[src/rtl/alu_mc_pkg.sv]
// Shared definitions for the multi-cycle ALU: op codes, condition codes,
// PSR bit positions and FSM state encoding.
package alu_mc_pkg;

    // Operation codes; 4'hC..4'hF are illegal
    localparam logic [3:0] OP_ADD  = 4'h0;
    localparam logic [3:0] OP_ADDC = 4'h1;
    localparam logic [3:0] OP_SUB  = 4'h2;
    localparam logic [3:0] OP_SUBC = 4'h3;
    localparam logic [3:0] OP_CMP  = 4'h4;
    localparam logic [3:0] OP_AND  = 4'h5;
    localparam logic [3:0] OP_OR   = 4'h6;
    localparam logic [3:0] OP_XOR  = 4'h7;
    localparam logic [3:0] OP_MOV  = 4'h8;
    localparam logic [3:0] OP_LSH  = 4'h9;
    localparam logic [3:0] OP_ASHU = 4'hA;
    localparam logic [3:0] OP_MUL  = 4'hB;

    // Branch condition codes
    localparam logic [3:0] CC_EQ = 4'h0;
    localparam logic [3:0] CC_NE = 4'h1;
    localparam logic [3:0] CC_CS = 4'h2;
    localparam logic [3:0] CC_CC = 4'h3;
    localparam logic [3:0] CC_HI = 4'h4;
    localparam logic [3:0] CC_LS = 4'h5;
    localparam logic [3:0] CC_GT = 4'h6;
    localparam logic [3:0] CC_LE = 4'h7;
    localparam logic [3:0] CC_FS = 4'h8;
    localparam logic [3:0] CC_FC = 4'h9;
    localparam logic [3:0] CC_LO = 4'hA;
    localparam logic [3:0] CC_HS = 4'hB;
    localparam logic [3:0] CC_LT = 4'hC;
    localparam logic [3:0] CC_GE = 4'hD;
    localparam logic [3:0] CC_UC = 4'hE;
    localparam logic [3:0] CC_NV = 4'hF;

    // PSR layout is {N,Z,F,L,C}
    localparam int PSR_C = 0;
    localparam int PSR_L = 1;
    localparam int PSR_F = 2;
    localparam int PSR_Z = 3;
    localparam int PSR_N = 4;

    typedef enum logic [0:0] {
        ST_IDLE = 1'b0,
        ST_MUL  = 1'b1
    } alu_state_e;

endpackage

[src/rtl/alu_mul_iter.sv]
// Iterative shift-add multiplier. Operands load on start, then exactly WIDTH
// iterations follow, one per cycle. The last iteration is presented
// combinationally on product together with done, so the caller can register
// the final value on the same edge the iteration would have completed.
module alu_mul_iter
    import alu_mc_pkg::*;
#(
    parameter int WIDTH = 16
) (
    input  logic             clk,
    input  logic             reset_n,
    input  logic             start,
    input  logic [WIDTH-1:0] a,
    input  logic [WIDTH-1:0] b,
    output logic             done,
    output logic [WIDTH-1:0] product
);

    localparam int CW = $clog2(WIDTH);
    localparam logic [CW-1:0] LAST_CNT = CW'(WIDTH - 1);

    logic [WIDTH-1:0] mcand_r;
    logic [WIDTH-1:0] mplier_r;
    logic [WIDTH-1:0] acc_r;
    logic [CW-1:0]    count_r;
    logic             busy_r;
    logic [WIDTH-1:0] acc_next_s;

    // Partial-product accumulation for the current iteration
    always_comb begin
        acc_next_s = acc_r;
        if (mplier_r[0]) begin
            acc_next_s = acc_r + mcand_r;
        end else begin
            acc_next_s = acc_r;
        end
    end

    assign done    = busy_r && (count_r == LAST_CNT);
    assign product = acc_next_s;

    // Operand load on start, one shift-add step per cycle while busy
    always_ff @(posedge clk) begin
        if (!reset_n) begin
            mcand_r  <= {WIDTH{1'b0}};
            mplier_r <= {WIDTH{1'b0}};
            acc_r    <= {WIDTH{1'b0}};
            count_r  <= {CW{1'b0}};
            busy_r   <= 1'b0;
        end else if (start) begin
            mcand_r  <= a;
            mplier_r <= b;
            acc_r    <= {WIDTH{1'b0}};
            count_r  <= {CW{1'b0}};
            busy_r   <= 1'b1;
        end else if (busy_r) begin
            acc_r    <= acc_next_s;
            mcand_r  <= mcand_r << 1;
            mplier_r <= mplier_r >> 1;
            count_r  <= count_r + CW'(1);
            if (done) begin
                busy_r <= 1'b0;
            end
        end
    end

endmodule

[src/rtl/alu_mc.sv]
// Multi-cycle ALU: single-cycle ops with registered result and PSR,
// branch condition evaluation, and an iterative multiplier that stalls issue.
module alu_mc
    import alu_mc_pkg::*;
#(
    parameter int WIDTH = 16
) (
    input  logic             clk,
    input  logic             reset_n,
    input  logic             in_valid,
    output logic             in_ready,
    input  logic [3:0]       op,
    input  logic [WIDTH-1:0] dst,
    input  logic [WIDTH-1:0] src,
    input  logic [3:0]       cond,
    output logic             cond_true,
    input  logic             psr_we,
    input  logic [4:0]       psr_in,
    output logic             out_valid,
    output logic             wr_en,
    output logic [WIDTH-1:0] result,
    output logic [4:0]       psr
);

    localparam int SW = $clog2(WIDTH) + 1;

    alu_state_e       state_r;
    logic             in_ready_r;
    logic             out_valid_r;
    logic             wr_en_r;
    logic [WIDTH-1:0] result_r;
    logic [4:0]       psr_r;

    logic             accept_s;
    logic             mul_start_s;
    logic             mul_done_s;
    logic [WIDTH-1:0] mul_product_s;

    logic [WIDTH-1:0] res_s;
    logic             wr_s;
    logic             flag_set_s;
    logic [4:0]       psr_next_s;
    logic             cin_s;
    logic [WIDTH:0]   add_u_s;
    logic [WIDTH:0]   add_x_s;
    logic [WIDTH:0]   sub_u_s;
    logic [WIDTH:0]   sub_x_s;
    logic [SW-1:0]    amt_s;
    logic [SW:0]      mag_s;
    logic             big_s;
    logic             cond_s;

    assign accept_s    = in_valid && in_ready_r;
    assign mul_start_s = accept_s && (op == OP_MUL);

    alu_mul_iter #(.WIDTH(WIDTH)) u_mul (
        .clk     (clk),
        .reset_n (reset_n),
        .start   (mul_start_s),
        .a       (dst),
        .b       (src),
        .done    (mul_done_s),
        .product (mul_product_s)
    );

    // Arithmetic in both unsigned (carry/borrow) and sign-extended (overflow) form
    always_comb begin
        cin_s = 1'b0;
        if ((op == OP_ADDC) || (op == OP_SUBC)) begin
            cin_s = psr_r[PSR_C];
        end else begin
            cin_s = 1'b0;
        end
        add_u_s = {1'b0, dst} + {1'b0, src} + {{WIDTH{1'b0}}, cin_s};
        add_x_s = {dst[WIDTH-1], dst} + {src[WIDTH-1], src} + {{WIDTH{1'b0}}, cin_s};
        sub_u_s = {1'b0, dst} - {1'b0, src} - {{WIDTH{1'b0}}, cin_s};
        sub_x_s = {dst[WIDTH-1], dst} - {src[WIDTH-1], src} - {{WIDTH{1'b0}}, cin_s};
        // Shift amount is a signed field; magnitude carries one extra bit so
        // the most negative amount does not wrap.
        amt_s = src[SW-1:0];
        if (amt_s[SW-1]) begin
            mag_s = {1'b0, ~amt_s} + {{SW{1'b0}}, 1'b1};
        end else begin
            mag_s = {1'b0, amt_s};
        end
        big_s = (32'(mag_s) >= 32'(WIDTH));
    end

    // Result, write enable and next-flag selection per op
    always_comb begin
        res_s      = {WIDTH{1'b0}};
        wr_s       = 1'b0;
        flag_set_s = 1'b0;
        psr_next_s = psr_r;
        case (op)
            OP_ADD, OP_ADDC: begin
                res_s             = add_u_s[WIDTH-1:0];
                wr_s              = 1'b1;
                flag_set_s        = 1'b1;
                psr_next_s[PSR_C] = add_u_s[WIDTH];
                psr_next_s[PSR_F] = add_x_s[WIDTH] ^ add_x_s[WIDTH-1];
            end
            OP_SUB, OP_SUBC: begin
                res_s             = sub_u_s[WIDTH-1:0];
                wr_s              = 1'b1;
                flag_set_s        = 1'b1;
                psr_next_s[PSR_C] = sub_u_s[WIDTH];
                psr_next_s[PSR_F] = sub_x_s[WIDTH] ^ sub_x_s[WIDTH-1];
            end
            OP_CMP: begin
                flag_set_s        = 1'b1;
                psr_next_s[PSR_Z] = (dst == src);
                psr_next_s[PSR_L] = (dst < src);
                psr_next_s[PSR_N] = ($signed(dst) < $signed(src));
            end
            OP_AND: begin
                res_s = dst & src;
                wr_s  = 1'b1;
            end
            OP_OR: begin
                res_s = dst | src;
                wr_s  = 1'b1;
            end
            OP_XOR: begin
                res_s = dst ^ src;
                wr_s  = 1'b1;
            end
            OP_MOV: begin
                res_s = src;
                wr_s  = 1'b1;
            end
            OP_LSH: begin
                wr_s = 1'b1;
                if (big_s) begin
                    res_s = {WIDTH{1'b0}};
                end else if (amt_s[SW-1]) begin
                    res_s = dst >> mag_s;
                end else begin
                    res_s = dst << mag_s;
                end
            end
            OP_ASHU: begin
                wr_s = 1'b1;
                if (big_s) begin
                    res_s = {WIDTH{dst[WIDTH-1]}};
                end else if (amt_s[SW-1]) begin
                    res_s = $signed(dst) >>> mag_s;
                end else begin
                    res_s = dst << mag_s;
                end
            end
            default: begin
                res_s      = {WIDTH{1'b0}};
                wr_s       = 1'b0;
                flag_set_s = 1'b0;
                psr_next_s = psr_r;
            end
        endcase
    end

    // Branch condition evaluated against the registered flags
    always_comb begin
        cond_s = 1'b0;
        case (cond)
            CC_EQ:   cond_s = psr_r[PSR_Z];
            CC_NE:   cond_s = !psr_r[PSR_Z];
            CC_CS:   cond_s = psr_r[PSR_C];
            CC_CC:   cond_s = !psr_r[PSR_C];
            CC_HI:   cond_s = psr_r[PSR_L];
            CC_LS:   cond_s = !psr_r[PSR_L];
            CC_GT:   cond_s = psr_r[PSR_N];
            CC_LE:   cond_s = !psr_r[PSR_N];
            CC_FS:   cond_s = psr_r[PSR_F];
            CC_FC:   cond_s = !psr_r[PSR_F];
            CC_LO:   cond_s = !psr_r[PSR_L] && !psr_r[PSR_Z];
            CC_HS:   cond_s = psr_r[PSR_L] || psr_r[PSR_Z];
            CC_LT:   cond_s = !psr_r[PSR_N] && !psr_r[PSR_Z];
            CC_GE:   cond_s = psr_r[PSR_N] || psr_r[PSR_Z];
            CC_UC:   cond_s = 1'b1;
            CC_NV:   cond_s = 1'b0;
            default: cond_s = 1'b0;
        endcase
    end

    // Issue FSM, registered result/handshake outputs and PSR update
    always_ff @(posedge clk) begin
        if (!reset_n) begin
            state_r     <= ST_IDLE;
            in_ready_r  <= 1'b1;
            out_valid_r <= 1'b0;
            wr_en_r     <= 1'b0;
            result_r    <= {WIDTH{1'b0}};
            psr_r       <= 5'b00000;
        end else begin
            out_valid_r <= 1'b0;
            wr_en_r     <= 1'b0;
            case (state_r)
                ST_IDLE: begin
                    if (accept_s) begin
                        if (op == OP_MUL) begin
                            state_r    <= ST_MUL;
                            in_ready_r <= 1'b0;
                        end else begin
                            out_valid_r <= 1'b1;
                            wr_en_r     <= wr_s;
                            result_r    <= res_s;
                        end
                    end
                end
                ST_MUL: begin
                    if (mul_done_s) begin
                        state_r     <= ST_IDLE;
                        in_ready_r  <= 1'b1;
                        out_valid_r <= 1'b1;
                        wr_en_r     <= 1'b1;
                        result_r    <= mul_product_s;
                    end
                end
                default: begin
                    state_r    <= ST_IDLE;
                    in_ready_r <= 1'b1;
                end
            endcase
            // An explicit PSR load takes priority over op-generated flags
            if (psr_we) begin
                psr_r <= psr_in;
            end else if (accept_s && flag_set_s) begin
                psr_r <= psr_next_s;
            end
        end
    end

    assign in_ready  = in_ready_r;
    assign out_valid = out_valid_r;
    assign wr_en     = wr_en_r;
    assign result    = result_r;
    assign psr       = psr_r;
    assign cond_true = cond_s;

endmodule

[config.mk]
export PLATFORM = sky130hd
export DESIGN_NAME = alu_mc
export DESIGN_NICKNAME = d
export VERILOG_FILES = /design/src/rtl/alu_mc_pkg.sv /design/src/rtl/alu_mul_iter.sv /design/src/rtl/alu_mc.sv
export SDC_FILE = /design/constraint.sdc
export NUM_CORES = 1
export LEC_CHECK = 0
export BUFFER_PORTS_ARGS = -buffer_cell sky130_fd_sc_hd__clkbuf_2
export CAP_MARGIN = 20
export CORE_MARGIN = 3
export CORE_UTILIZATION = 63
export DETAILED_ROUTE_END_ITERATION = 7
export PLACE_DENSITY = 0.83
export RECOVER_POWER = 50
export SKIP_CTS_REPAIR_TIMING = 1
export SYNTH_ARGS = -nofsm -noshare
export SYNTH_HDL_FRONTEND = slang
export SYNTH_SLANG_ARGS = --single-unit
[constraint.sdc]
create_clock -name clk -period 4.1 [get_ports clk]
set_clock_uncertainty 0.05 [all_clocks]
set_input_delay 0.41 -clock clk [delete_from_list [all_inputs] [get_ports clk]]
set_output_delay 0.41 -clock clk [all_outputs]
set_load 0.005 [all_outputs]
==> run metrics <==
outcome=complete, no violations; first-pass GRT wire length=52,800 um; GR Util met1=between 50% and 60%; Synthesized Nets=roughly 1,400; met3 Use GR=9.37%; Cells after Synth=between 1,000 and 1,500; synth warn=0; layout cell share with drive strength beyond 1=about 14%; initial antenna violation count=2; Post-Syn Area=between 9000 and 10,000 um2; Tot GR Track Use=40.6%; Die Width=~130 um; relative slew slack=16.2%; Reg2Reg Depth=13; Final ANT Viol Nets=0; largest family of logic cells by synthesized area=compound AO/OA/AOI/OAI gates; clk root buf=clkbuf_16; ranking of synthesized cells by area=dfxtp_1 (16%), ha_1 (12%), mux2i_1 (7.4%), mux4_2 (4.7%), nand2_1 (4.5%); fin crit share=between 80% and 90%; dpl ws=roughly 0.25 ns; mean area per synthesized cell=7.96 um2; Adder-Cell Fraction of Synth Area=around an eighth; count of final setup violators=0; sequential share of the synthesized area=~16%; Least-Margin Pin Slew=around 1.3 ns; gr ovfl total=0; Via density=7.03; final WL=34,900 um; Max Root-Sink Buffers=2; vias in the first global route=9,193; initial core utilization=65.5%; pwr/cell area=264 nW/um2; Port Buffers=73; diode count=0; Clock Latency Late Sink=0.35 ns; Global Route met2 Usage=between 60 and 70%; largest net degree at the start of global routing=65; clock slew seen by the registers of the worst setup and hold paths=~0.060 ns; FF-to-FF setup slack=0.49 ns; Crit path arrival time=around 3.8 ns; Final Wtd Congestion=between 1 and 1.5; Primary FF master, synth=dfxtp_1; Worst Hold End=psr[1]; hold path depth=2; ys async rst share=0%; Hold Violations, Final=0; EDFF count, synth=0; worst r2r src=psr[0]; average wire per standard cell=~24 um; area share of the largest cell type after synthesis=16.2%; Leakage=approximately 4.7 nW; Fmax=roughly 280 MHz; Worst setup EP type=flip-flop; leading area contributor after synthesis=dfxtp_1; RSZ-0062 raised after global routing=false; count of different cell masters after synthesis=91; CTS tree=built; Tmin final=roughly 3.6 ns; busiest grt layer=met2; post-synthesis mux area share=roughly 14%; Core Rows=44; area of the core=around 15,000 um2; Crit Path Category=primary input to flip-flop; Final nets=around 1,400; Residual DRC=0; DP Wirelength=around 26,000 um; simple-gate portion of the synthesized area=between 10% and 20%; Pins Over Slew Limit=0; CP Data Required Time=roughly 4.3 ns; setup tns final=0 ns; Die Ht=between 100 and 150 um; H-tree Lvls=3; min-delay worst type=primary input to flip-flop; total CTS buffers=9; Yosys reg bits=slightly below 80; CP Launch Type=primary input; compound-gate portion of the synthesized area=between 20% and 30%; Crit Reg-Reg Endpoint=result[15]; xor and xnor area share after synthesis=under 10%; area added between synthesis and finish=9.27%; Final WS setup=just under 0.5 ns; VDD IR max=about 0.00021 V; Min-Delay Startpoint=psr_in[1]; Via Count=~10,000; CP max FO=11; DRT iter0 DRCs=roughly 1,400; # IOs=74; max-cap viol count=0; DR pass1 iterations=7; clk sink count=78; Die ar.=16,900 um2
-- cell usage in the layout (no fill, tap or decap), types with 16 or more instances in the layout --
| cell | instances |
|---|---|
| xor2_1 | 16 |
| o211a_1 | 33 |
| buf_4 | 48 |
| a211oi_1 | 19 |
| mux2i_1 | 71 |
| clkbuf_2 | 59 |
| nor3_1 | 28 |
| ha_1 | 95 |
| nand2_1 | 116 |
| nand3_1 | 23 |
| dfxtp_1 | 77 |
| mux4_2 | 20 |
| nor2_1 | 85 |
| o21ai_0 | 70 |
| a31oi_1 | 21 |
| inv_1 | 67 |
| xnor2_1 | 28 |
| a21oi_1 | 82 |
| clkbuf_1 | 18 |
-- worst max-delay path: stages --
cell      delay [ns]
clkbuf_2        0.20
nor2_1          0.09
nand3_1         0.18
inv_1           0.08
fa_1            0.54
inv_1           0.06
ha_1            0.18
o21ai_0         0.32
a211oi_2        0.18
a211o_1         0.34
a2111o_1        0.45
a21oi_1         0.23
o32ai_1         0.12
a221oi_1        0.30
o21ai_1         0.08
-- power breakdown --
| group | total [W] | leakage, nW | switching [W] | internal, W |
|---|---|---|---|---|
| combinational | 0.00110 | 3.92 | 0.000671 | 0.000429 |
| sequential | 0.000808 | 0.634 | 0.0000234 | 0.000784 |
| clock | 0.000880 | 0.146 | 0.000345 | 0.000535 |
-- cell usage after synthesis, drive strengths merged (16+ instances only) --
cell	n
nor2	85
inv	69
buf	27
xor2	16
xnor2	30
nand2	116
a31oi	21
nand3	24
mux2i	72
nor3	28
o211a	33
mux4	20
dfxtp	78
a21oi	82
a211oi	20
o21ai	77
ha	95
clkbuf	61
-- flip-flops by register name, summed over array words and instances, names as in the netlist --
signal / count
in_ready: 1
out_valid: 1
psr: 5
result: 16
state_r: 1
u_mul.acc_r: 16
u_mul.busy_r: 1
u_mul.count_r: 4
u_mul.mcand_r: 16
u_mul.mplier_r: 16
wr_en: 1
-- routing by layer --
| layer | up-vias | share of wire (%) | wire length, um |
|---|---|---|---|
| li1 | 4591 | - | - |
| met1 | 4787 | 40 | 13900 |
| met2 | 689 | 44 | 15300 |
| met3 | 122 | 11 | 4010 |
| met4 | 4 | 4.5 | 1560 |
| met5 | - | 0.075 | 26 |
-- cell type report --
cell class / instances / area, um2
tap: 184 / 230
timing repair buffer: 124 / 736
inverter: 69 / 259
multi-input combinational: 979 / 7450
fill: 1204 / 4200
clock buffer: 11 / 233
sequential: 78 / 1560
clock inverter: 5 / 83.8
-- worst max path at each step --
stage | from | end | slack, ns | depth (start not counted)
3_5_place_dp | op[3] | result[15] | 0.25 | 15
5_1_grt | op[3] | result[15] | 0.22 | 15
2_1_floorplan | op[2] | result[15] | 0.47 | 14
4_1_cts | op[3] | result[15] | 0.58 | 15
3_3_place_gp | op[3] | result[15] | 0.32 | 15
6_report | op[3] | result[15] | 0.49 | 15
-- logic make-up (layout without fill, tap and decap cells) --
logic type / after synthesis / count (layout)
xor gates and xnor gates: 46 / 46
buffers and inverters: 157 / 209
and+or+nand+nor: 345 / 345
AOI/OAI and AO/OA: 384 / 384
adders and majority gates: 100 / 100
DFF: 78 / 78
muxes: 104 / 104
-- per-stage QoR --
stage / utilization [%] / instances / power (W) / hold WS, ns / instance area, um2
after floorplan: - / 1214 / 0.00154 / 0.399 / 9660
final: 71.5 / 1450 / 0.00279 / 0.237 / 10600
after detailed placement: 69.6 / 1434 / 0.00188 / 0.416 / 10300
after global placement: 69.6 / 1434 / 0.00187 / 0.413 / 10300
after global routing: 71.5 / 1450 / 0.00290 / 0.259 / 10600
after CTS: 71.7 / 1450 / 0.00275 / 0.235 / 10600
Note: power is estimated with default switching activity, not from simulation.
